### src/rtl/iot_event_arbiter.sv
// iot_event_arbiter: round-robin serialiser of device connect/disconnect events onto a shared monitor counter
// Optional build macro IOT_ARB_DUP_CNT_EN adds a saturating counter of rejected events on dup_cnt.
module iot_event_arbiter #(
    parameter int N_DEV = 4,
    parameter int CNT_W = 8,
    parameter int IDX_W = $clog2(N_DEV)
) (
    input  logic             clk,
    input  logic             rst,
    input  logic [N_DEV-1:0] req,
    input  logic [N_DEV-1:0] req_on,
    output logic [N_DEV-1:0] ack,
    output logic             change,
    output logic             on_off,
    output logic [N_DEV-1:0] active_map,
    output logic [CNT_W-1:0] active_cnt,
    output logic             rej,
    output logic             busy,
    output logic [7:0]       dup_cnt
);
    typedef enum logic [1:0] {IDLE, ISSUE, ACK} state_t;
    state_t state, state_nx;
    logic [IDX_W-1:0] rr_ptr, gidx, sel, idx;
    logic gdir, found, valid, ack_up, release_req;
    assign ack_up = |ack;
    assign release_req = ack_up && !req[gidx];
    assign valid = gdir ? (!active_map[gidx] && active_cnt != '1)
                        : (active_map[gidx] && active_cnt != '0);
    // circular search for the first requester at or after rr_ptr
    always_comb begin
        sel = '0;
        found = 1'b0;
        idx = '0;
        for (int k = 0; k < N_DEV; k++) begin
            idx = IDX_W'((int'(rr_ptr) + k) % N_DEV);
            if (!found && req[idx]) begin
                found = 1'b1;
                sel = idx;
            end
        end
    end
    // next-state: one ISSUE cycle per grant, ACK held until the requester releases
    always_comb begin
        state_nx = state;
        case (state)
            IDLE:    state_nx = found ? ISSUE : IDLE;
            ISSUE:   state_nx = ACK;
            ACK:     state_nx = release_req ? IDLE : ACK;
            default: state_nx = IDLE;
        endcase
    end
    // state register
    always_ff @(posedge clk or negedge rst) begin
        if (!rst) state <= IDLE;
        else      state <= state_nx;
    end
    // registered outputs, grant latch, active tracking and round-robin pointer
    always_ff @(posedge clk or negedge rst) begin
        if (!rst) begin
            ack        <= '0;
            change     <= 1'b0;
            on_off     <= 1'b0;
            active_map <= '0;
            active_cnt <= '0;
            rej        <= 1'b0;
            busy       <= 1'b0;
            rr_ptr     <= '0;
            gidx       <= '0;
            gdir       <= 1'b0;
        end else begin
            change <= 1'b0;
            rej    <= 1'b0;
            busy   <= state_nx != IDLE;
            if (state == IDLE && found) begin
                gidx <= sel;
                gdir <= req_on[sel];
            end
            if (state == ISSUE) begin
                if (valid) begin
                    change           <= 1'b1;
                    on_off           <= gdir;
                    active_map[gidx] <= !active_map[gidx];
                    active_cnt       <= gdir ? active_cnt + CNT_W'(1) : active_cnt - CNT_W'(1);
                end else begin
                    rej <= 1'b1;
                end
            end
            if (state == ACK) begin
                if (!ack_up) begin
                    ack <= N_DEV'(1) << gidx;
                end else if (!req[gidx]) begin
                    ack    <= '0;
                    rr_ptr <= (int'(gidx) == N_DEV - 1) ? '0 : gidx + IDX_W'(1);
                end
            end
        end
    end
`ifdef IOT_ARB_DUP_CNT_EN
    // saturating count of rejected events
    always_ff @(posedge clk or negedge rst) begin
        if (!rst)                                        dup_cnt <= '0;
        else if (state == ISSUE && !valid && dup_cnt != 8'hFF) dup_cnt <= dup_cnt + 8'd1;
    end
`else
    assign dup_cnt = '0;
`endif
endmodule

### config.mk
export PLATFORM = sky130hd
export DESIGN_NAME = iot_event_arbiter
export DESIGN_NICKNAME = d
export VERILOG_FILES = /design/src/rtl/iot_event_arbiter.sv
export SDC_FILE = /design/constraint.sdc
export NUM_CORES = 1
export LEC_CHECK = 0
export ABC_AREA = 1
export CORE_MARGIN = 4
export CORE_UTILIZATION = 46
export CTS_CLUSTER_SIZE = 25
export DETAILED_ROUTE_END_ITERATION = 7
export PLACE_DENSITY_LB_ADDON = 0.15
export SLEW_MARGIN = 25
export SYNTH_ARGS = -nofsm -noshare
export SYNTH_HDL_FRONTEND = slang
export SYNTH_SLANG_ARGS = --single-unit
### constraint.sdc
create_clock -name clk -period 1.6 [get_ports clk]
set_input_delay 0.32 -clock clk [delete_from_list [all_inputs] [get_ports clk]]
set_output_delay 0.32 -clock clk [all_outputs]
set_load 0.01 [all_outputs]
==> results by group, run 1 <==
CTS
  • # hold bufs at CTS: 0
  • CTS tree: yes
  • Max Root-Sink Buffers: 2
  • Clock Sinks: 27
  • H-tree lvl count: 1
  • Root Driver: clkbuf_8
  • Num CTS Buffers: 3
  • Clock Latency Late Sink: 0.27 ns
  • Clk slew on worst S/H paths: 0.09 ns

Floorplan
  • Die Wd: 71.2 µm
  • Initial Util: 48.7%
  • # IOs: 38
  • Die Ht: 71.2 µm
  • Die ar.: 0.00507 mm²
  • Row count: 22
  • Core area: 0.00377 mm²

Worst setup path
  • CP arrival: 1.84 ns
  • Worst reg2reg endpoint: active_cnt[5]
  • Worst path buffer plus inverter count: 1
  • Worst setup SP type: flip-flop
  • WP data required: 1.77 ns
  • Delay-heaviest family, CP: flip-flops
  • CP endpoint kind: flip-flop
  • Critical-path cell list: inv_4 -> ha_4 -> a21oi_2 -> nand2_2 -> nand2_1 -> nand2_1 -> a21oi_2 -> xor2_1 -> o21ai_1
  • Slowest stage delay, CP: 0.42 ns
  • Setup slack, reg-to-reg: -0.07 ns
  • Worst r2r src: gdir
  • Worst R2R Path Depth: 9
  • Critical Path Source: gdir
  • WS Path Type: flip-flop to flip-flop
  • Crit Path Max Fanout: 5
  • Highest-delay cell along the critical path: dfrtp_1

Finish
  • Layout cells sized above 1: 40.2%
  • Most frequent cells in the layout: nand2_1 (51), buf_4 (39), inv_1 (26), nand2_2 (26), dfrtp_1 (22)
  • Commonest non-fill, non-tap cell in the layout: nand2_1
  • Diode count: 0
  • Layout Utilization: 76.2%
  • Area grow syn2layout: 56.4%
  • Final Cell Area: 0.00287 mm²
  • Nets: 348

Timing
  • Fin Hold WS: 0.401 ns
  • Peak Freq: 597 MHz
  • Final count of hold timing violations: 0
  • Tmin final: 1.67 ns
  • RSZ-0062 raised after global routing: yes
  • Period utilization: 105%
  • Slew Viols, Final: 0
  • Worst setup margin: -0.0746 ns
  • Final Skew: 0.00399 ns
  • Final setup violating endpoints: 11

Pwr
  • VDD IR-drop max: 1.45 mV
  • PwrDens: 2530 mW/mm²
  • Total chip power: 0.00726 W
  • Leak pwr: 1.43 nW

Routing
  • Number of iterations in the first detailed-routing pass: 4
  • Routed WL: 4.96 mm
  • Final ANT Viol Nets: 0
  • Routed vias: 1,862
  • First DRT Iteration DRCs: 67
  • Drt wl/cell: 13.3 µm
  • Vias per cell: 4.98
  • Drt drc: 0

Place
  • DP HPWL: 3.08 mm
  • I/O Buffers: 29
  • Post-DP Area: 0.00233 mm²
  • Final Wtd Congestion: 0.813
  • Pre-CTS setup slack: -0.357 ns

Synthesis
  • Ranking of synthesized cells by area: dfrtp_1 (37%), nand2_1 (16%), ha_1 (6.8%), inv_1 (6.1%), nand3_1 (5.7%)
  • Ys Warns: 0
  • Top cell type's share of synthesized area: 36.8%
  • Yosys reg bits: 27
  • Gate Count Post-Synth: 248
  • Mapped Avg Cell Area: 7.41 µm²
  • Area leader, netlist: dfrtp_1
  • Sequential-to-total area share from yosys stat: 36.8%
  • Synthesized area: 0.00184 mm²
  • Post-synth cell types: 25

Global route
  • Initial antenna violation count: 0
  • First-pass GRT wire length: 7.69 mm
  • Largest net degree at the start of global routing: 28
  • Overall global routing resource usage: 18.7%
  • Global route overflow: 0
  • Vias in the first global route: 1,748

Run status
  • Outcome: finished with violations
  • Violated checks: negative setup slack

Job
  • Max-cap viol count: 0

Hold path
  • HP Class: input port to asynchronous set/reset pin
## routing by layer
| metal | global-route usage (%) | part of all wire (%) |
|---|---|---|
| met1 | 23.7 | 40 |
| met2 | 31.5 | 53 |
| met3 | 1.99 | 4.4 |
| met4 | 8.77 | 2.4 |
| met5 | 0 | 0 |
## per-stage QoR
stage | TNS, ns | instances
finish | -0.422 | 374
detailed placement | -1.71 | 348
global placement | -1.53 | 348
CTS | -0.0720 | 363
global route | -1.85 | 374
floorplan | -0.0147 | 255
## kinds of logic after synthesis
logic type | Yosys count | share of synthesized area [%]
AO/OA/AOI/OAI | 39 | 12.0
AND/OR/NAND/NOR | 118 | 27.5
buffers and inverters | 44 | 11.9
flip-flops | 27 | 36.8
XOR/XNOR | 8 | 3.81
other | 1 | 0.204
adder cells (fa/ha/maj) | 11 | 7.90
## registers in the layout, indices dropped and copies added (netlist names)
register    flops
active_cnt      8
ack             4
active_map      4
gidx            2
rr_ptr          2
state           2
busy            1
change          1
gdir            1
on_off          1
rej             1
## repair_timing
item,4_1_cts,5_1_grt
buffers inserted,10,12
resized for setup,35,67
pin swaps,12,28
gates cloned,1,0
endpoints found under the setup margin,16,25
## synth_stat cells (all sizes together)
| cell | count |
|---|---|
| a21oi | 11 |
| buf | 11 |
| conb | 1 |
| dfrtp | 27 |
| fa | 1 |
| ha | 10 |
| inv | 33 |
| nand2 | 80 |
| nand3 | 21 |
| nand3b | 1 |
| nand4 | 4 |
| nor2 | 8 |
| nor3 | 1 |
| nor4 | 3 |
| o211ai | 1 |
| o21ai | 27 |
| xnor2 | 4 |
| xor2 | 4 |
## power breakdown
group / leakage, nW / switching (W) / internal [W] / total [W]
registers: 0.336 / 0.000343 / 0.00102 / 0.00136
clock network: 0.0228 / 0.000209 / 0.000179 / 0.000387
logic: 1.07 / 0.00280 / 0.00271 / 0.00551
## worst max path at each step
stage                         end  slack (ns)  cells after the start
global placement             gdir       -0.32                     14
global route                 gdir       -0.25                     14
CTS                          gdir       -0.07                     13
finish              active_cnt[5]       -0.07                      9
floorplan           active_cnt[5]       -0.01                      9
detailed placement           gdir       -0.36                     14
## final cells by class
type,count,area (µm²)
inverter,33,134
fill,292,898
clock buffer,4,45.0
timing repair inverter,1,7.51
timing repair buffer,77,696
sequential,27,682
tap,48,60.1
multi-input combinational,184,1250
Note: power is estimated with default switching activity, not from simulation.
==> run 2: changes to the inputs <==
PLACE_DENSITY = 0.76   (was default)
PLACE_DENSITY_LB_ADDON = default   (was 0.15)
==> results by group, run 2 (synthesis results as in run 1) <==
Finish
  • Layout Utilization: 71.8%
  • Nets: 334
  • Layout cells sized above 1: 34.0%
  • Area grow syn2layout: 47.4%
  • Commonest non-fill, non-tap cell in the layout: nand2_1
  • Biggest register: active_cnt
  • Top flop regs: active_cnt: 8 flops, ack: 4 flops, active_map: 4 flops
  • Max reg flops: 8
  • Final non-filler cell total: 360
  • Diode count: 0
  • Most frequent cells in the layout: nand2_1 (56), buf_4 (29), inv_1 (28)

Timing
  • Fin Hold WS: 0.394 ns
  • Period utilization: 106%
  • Slew Viols, Final: 0
  • Tmin final: 1.70 ns
  • Worst setup margin: -0.0988 ns
  • Final setup violating endpoints: 12
  • Final Skew: 0.00483 ns
  • Final count of hold timing violations: 0
  • Peak Freq: 589 MHz
  • RSZ-0062 raised after global routing: yes

Pwr
  • VDD IR-drop max: 1.46 mV
  • PwrDens: 2480 mW/mm²
  • Total chip power: 0.00672 W
  • Leak pwr: 1.33 nW

CTS
  • Max Root-Sink Buffers: 2
  • Clock Sinks: 27
  • H-tree lvl count: 1
  • Clk slew on worst S/H paths: 0.09 ns
  • Root Driver: clkbuf_8
  • # hold bufs at CTS: 0
  • Num CTS Buffers: 3
  • Clock Latency Late Sink: 0.28 ns
  • CTS tree: yes

Routing
  • Drt wl/cell: 13.0 µm
  • Number of iterations in the first detailed-routing pass: 4
  • First DRT Iteration DRCs: 89
  • Final ANT Viol Nets: 0
  • Routed WL: 4.69 mm
  • Drt drc: 0
  • Vias per cell: 5.14
  • Routed vias: 1,851

Job
  • Max-cap viol count: 0

Run status
  • Violated checks: negative setup slack
  • Outcome: finished with violations

Floorplan
  • Die Ht: 71.2 µm
  • Row count: 22
  • Die Wd: 71.2 µm
  • Core area: 0.00377 mm²
  • Initial Util: 48.7%
  • # IOs: 38
  • Die ar.: 0.00507 mm²

Worst setup path
  • Worst path buffer plus inverter count: 1
  • CP Depth: 9
  • Critical path capture point: active_map[0]
  • Critical Path Source: active_cnt[4]
  • CP arrival: 1.87 ns
  • Crit Path Max Fanout: 7
  • WS Path Type: flip-flop to flip-flop
  • CP endpoint kind: flip-flop
  • Worst reg2reg endpoint: active_map[0]
  • Worst setup SP type: flip-flop
  • Slowest stage delay, CP: 0.49 ns
  • Worst R2R Path Depth: 9
  • Most frequent cell on the critical path: nand2_1
  • Delay-heaviest family, CP: simple AND/OR/NAND/NOR gates
  • Critical-path cell list: nor4_1 -> nand2_1 -> nand3_2 -> o21ai_4 -> nand2_4 -> buf_4 -> nor2_2 -> nand2_1 -> o21ai_1
  • WP data required: 1.78 ns
  • Worst r2r src: active_cnt[4]
  • Setup slack, reg-to-reg: -0.1 ns
  • Highest-delay cell along the critical path: dfrtp_1

Global route
  • First-pass GRT wire length: 7.29 mm
  • Largest net degree at the start of global routing: 28
  • Overall global routing resource usage: 17.5%
  • Vias in the first global route: 1,696
  • Global route overflow: 0
  • Initial antenna violation count: 0

Hold path
  • HP Class: input port to asynchronous set/reset pin

Place
  • Placed cell count: 345
  • I/O Buffers: 29
  • DP HPWL: 3.21 mm
  • Final Wtd Congestion: 0.836
  • Pre-CTS setup slack: -0.350 ns
## run 2: cell count changes in the layout (fill, tap and decap cells not counted), sizes merged
cell	delta
clkinv	+1
dlygate4sd2	+2
buf	-13
clkdlybuf4s15	-1
clkdlybuf4s50	+1
dlymetal6s2s	-2
clkbuf	-2
## run 2: power breakdown
part           internal, W  switching, W
clock             0.000176      0.000227
combinational      0.00234       0.00262
sequential         0.00102      0.000342
## run 2: timing repair
action	CTS	global route
pin swaps	0	16
buffers inserted	5	5
gates cloned	0	1
setup endpoints to repair	14	20
gates resized for setup	23	59
## run 2: metal layers
metal	global-route usage, %	vias to the layer above	share of wire [%]
li1	-	911	-
met4	5.64	0	2.3
met3	3.41	10	4.9
met1	22.0	875	41
met2	30.0	55	52
met5	0	-	0
## run 2: worst min-delay path by stage
stage,end,from,slack [ns]
final,active_map[2],rst,0.39
after floorplan,ack[0],rst,0.02
after CTS,active_map[2],rst,0.41
after global placement,rej,state[1],0.46
after detailed placement,rej,state[1],0.48
after global routing,active_map[2],rst,0.43
## run 2: layout make-up
| type | instances | area, µm² |
|---|---|---|
| Multi-Input combinational cell | 184 | 1210 |
| Fill cell | 290 | 1060 |
| Sequential cell | 27 | 681 |
| Timing Repair Buffer | 63 | 566 |
| Inverter | 33 | 134 |
| Tap cell | 48 | 60.1 |
| Clock buffer | 3 | 41.3 |
| Timing Repair inverter | 1 | 7.51 |
| Clock inverter | 1 | 5.00 |
## run 2: through the flow
step	instance area (µm²)	TNS (ns)
after global placement	2300	-1.41
after detailed placement	2300	-1.88
after global routing	2710	-1.92
final	2710	-0.553
after CTS	2480	-0.0864
after floorplan	1870	-0.0147
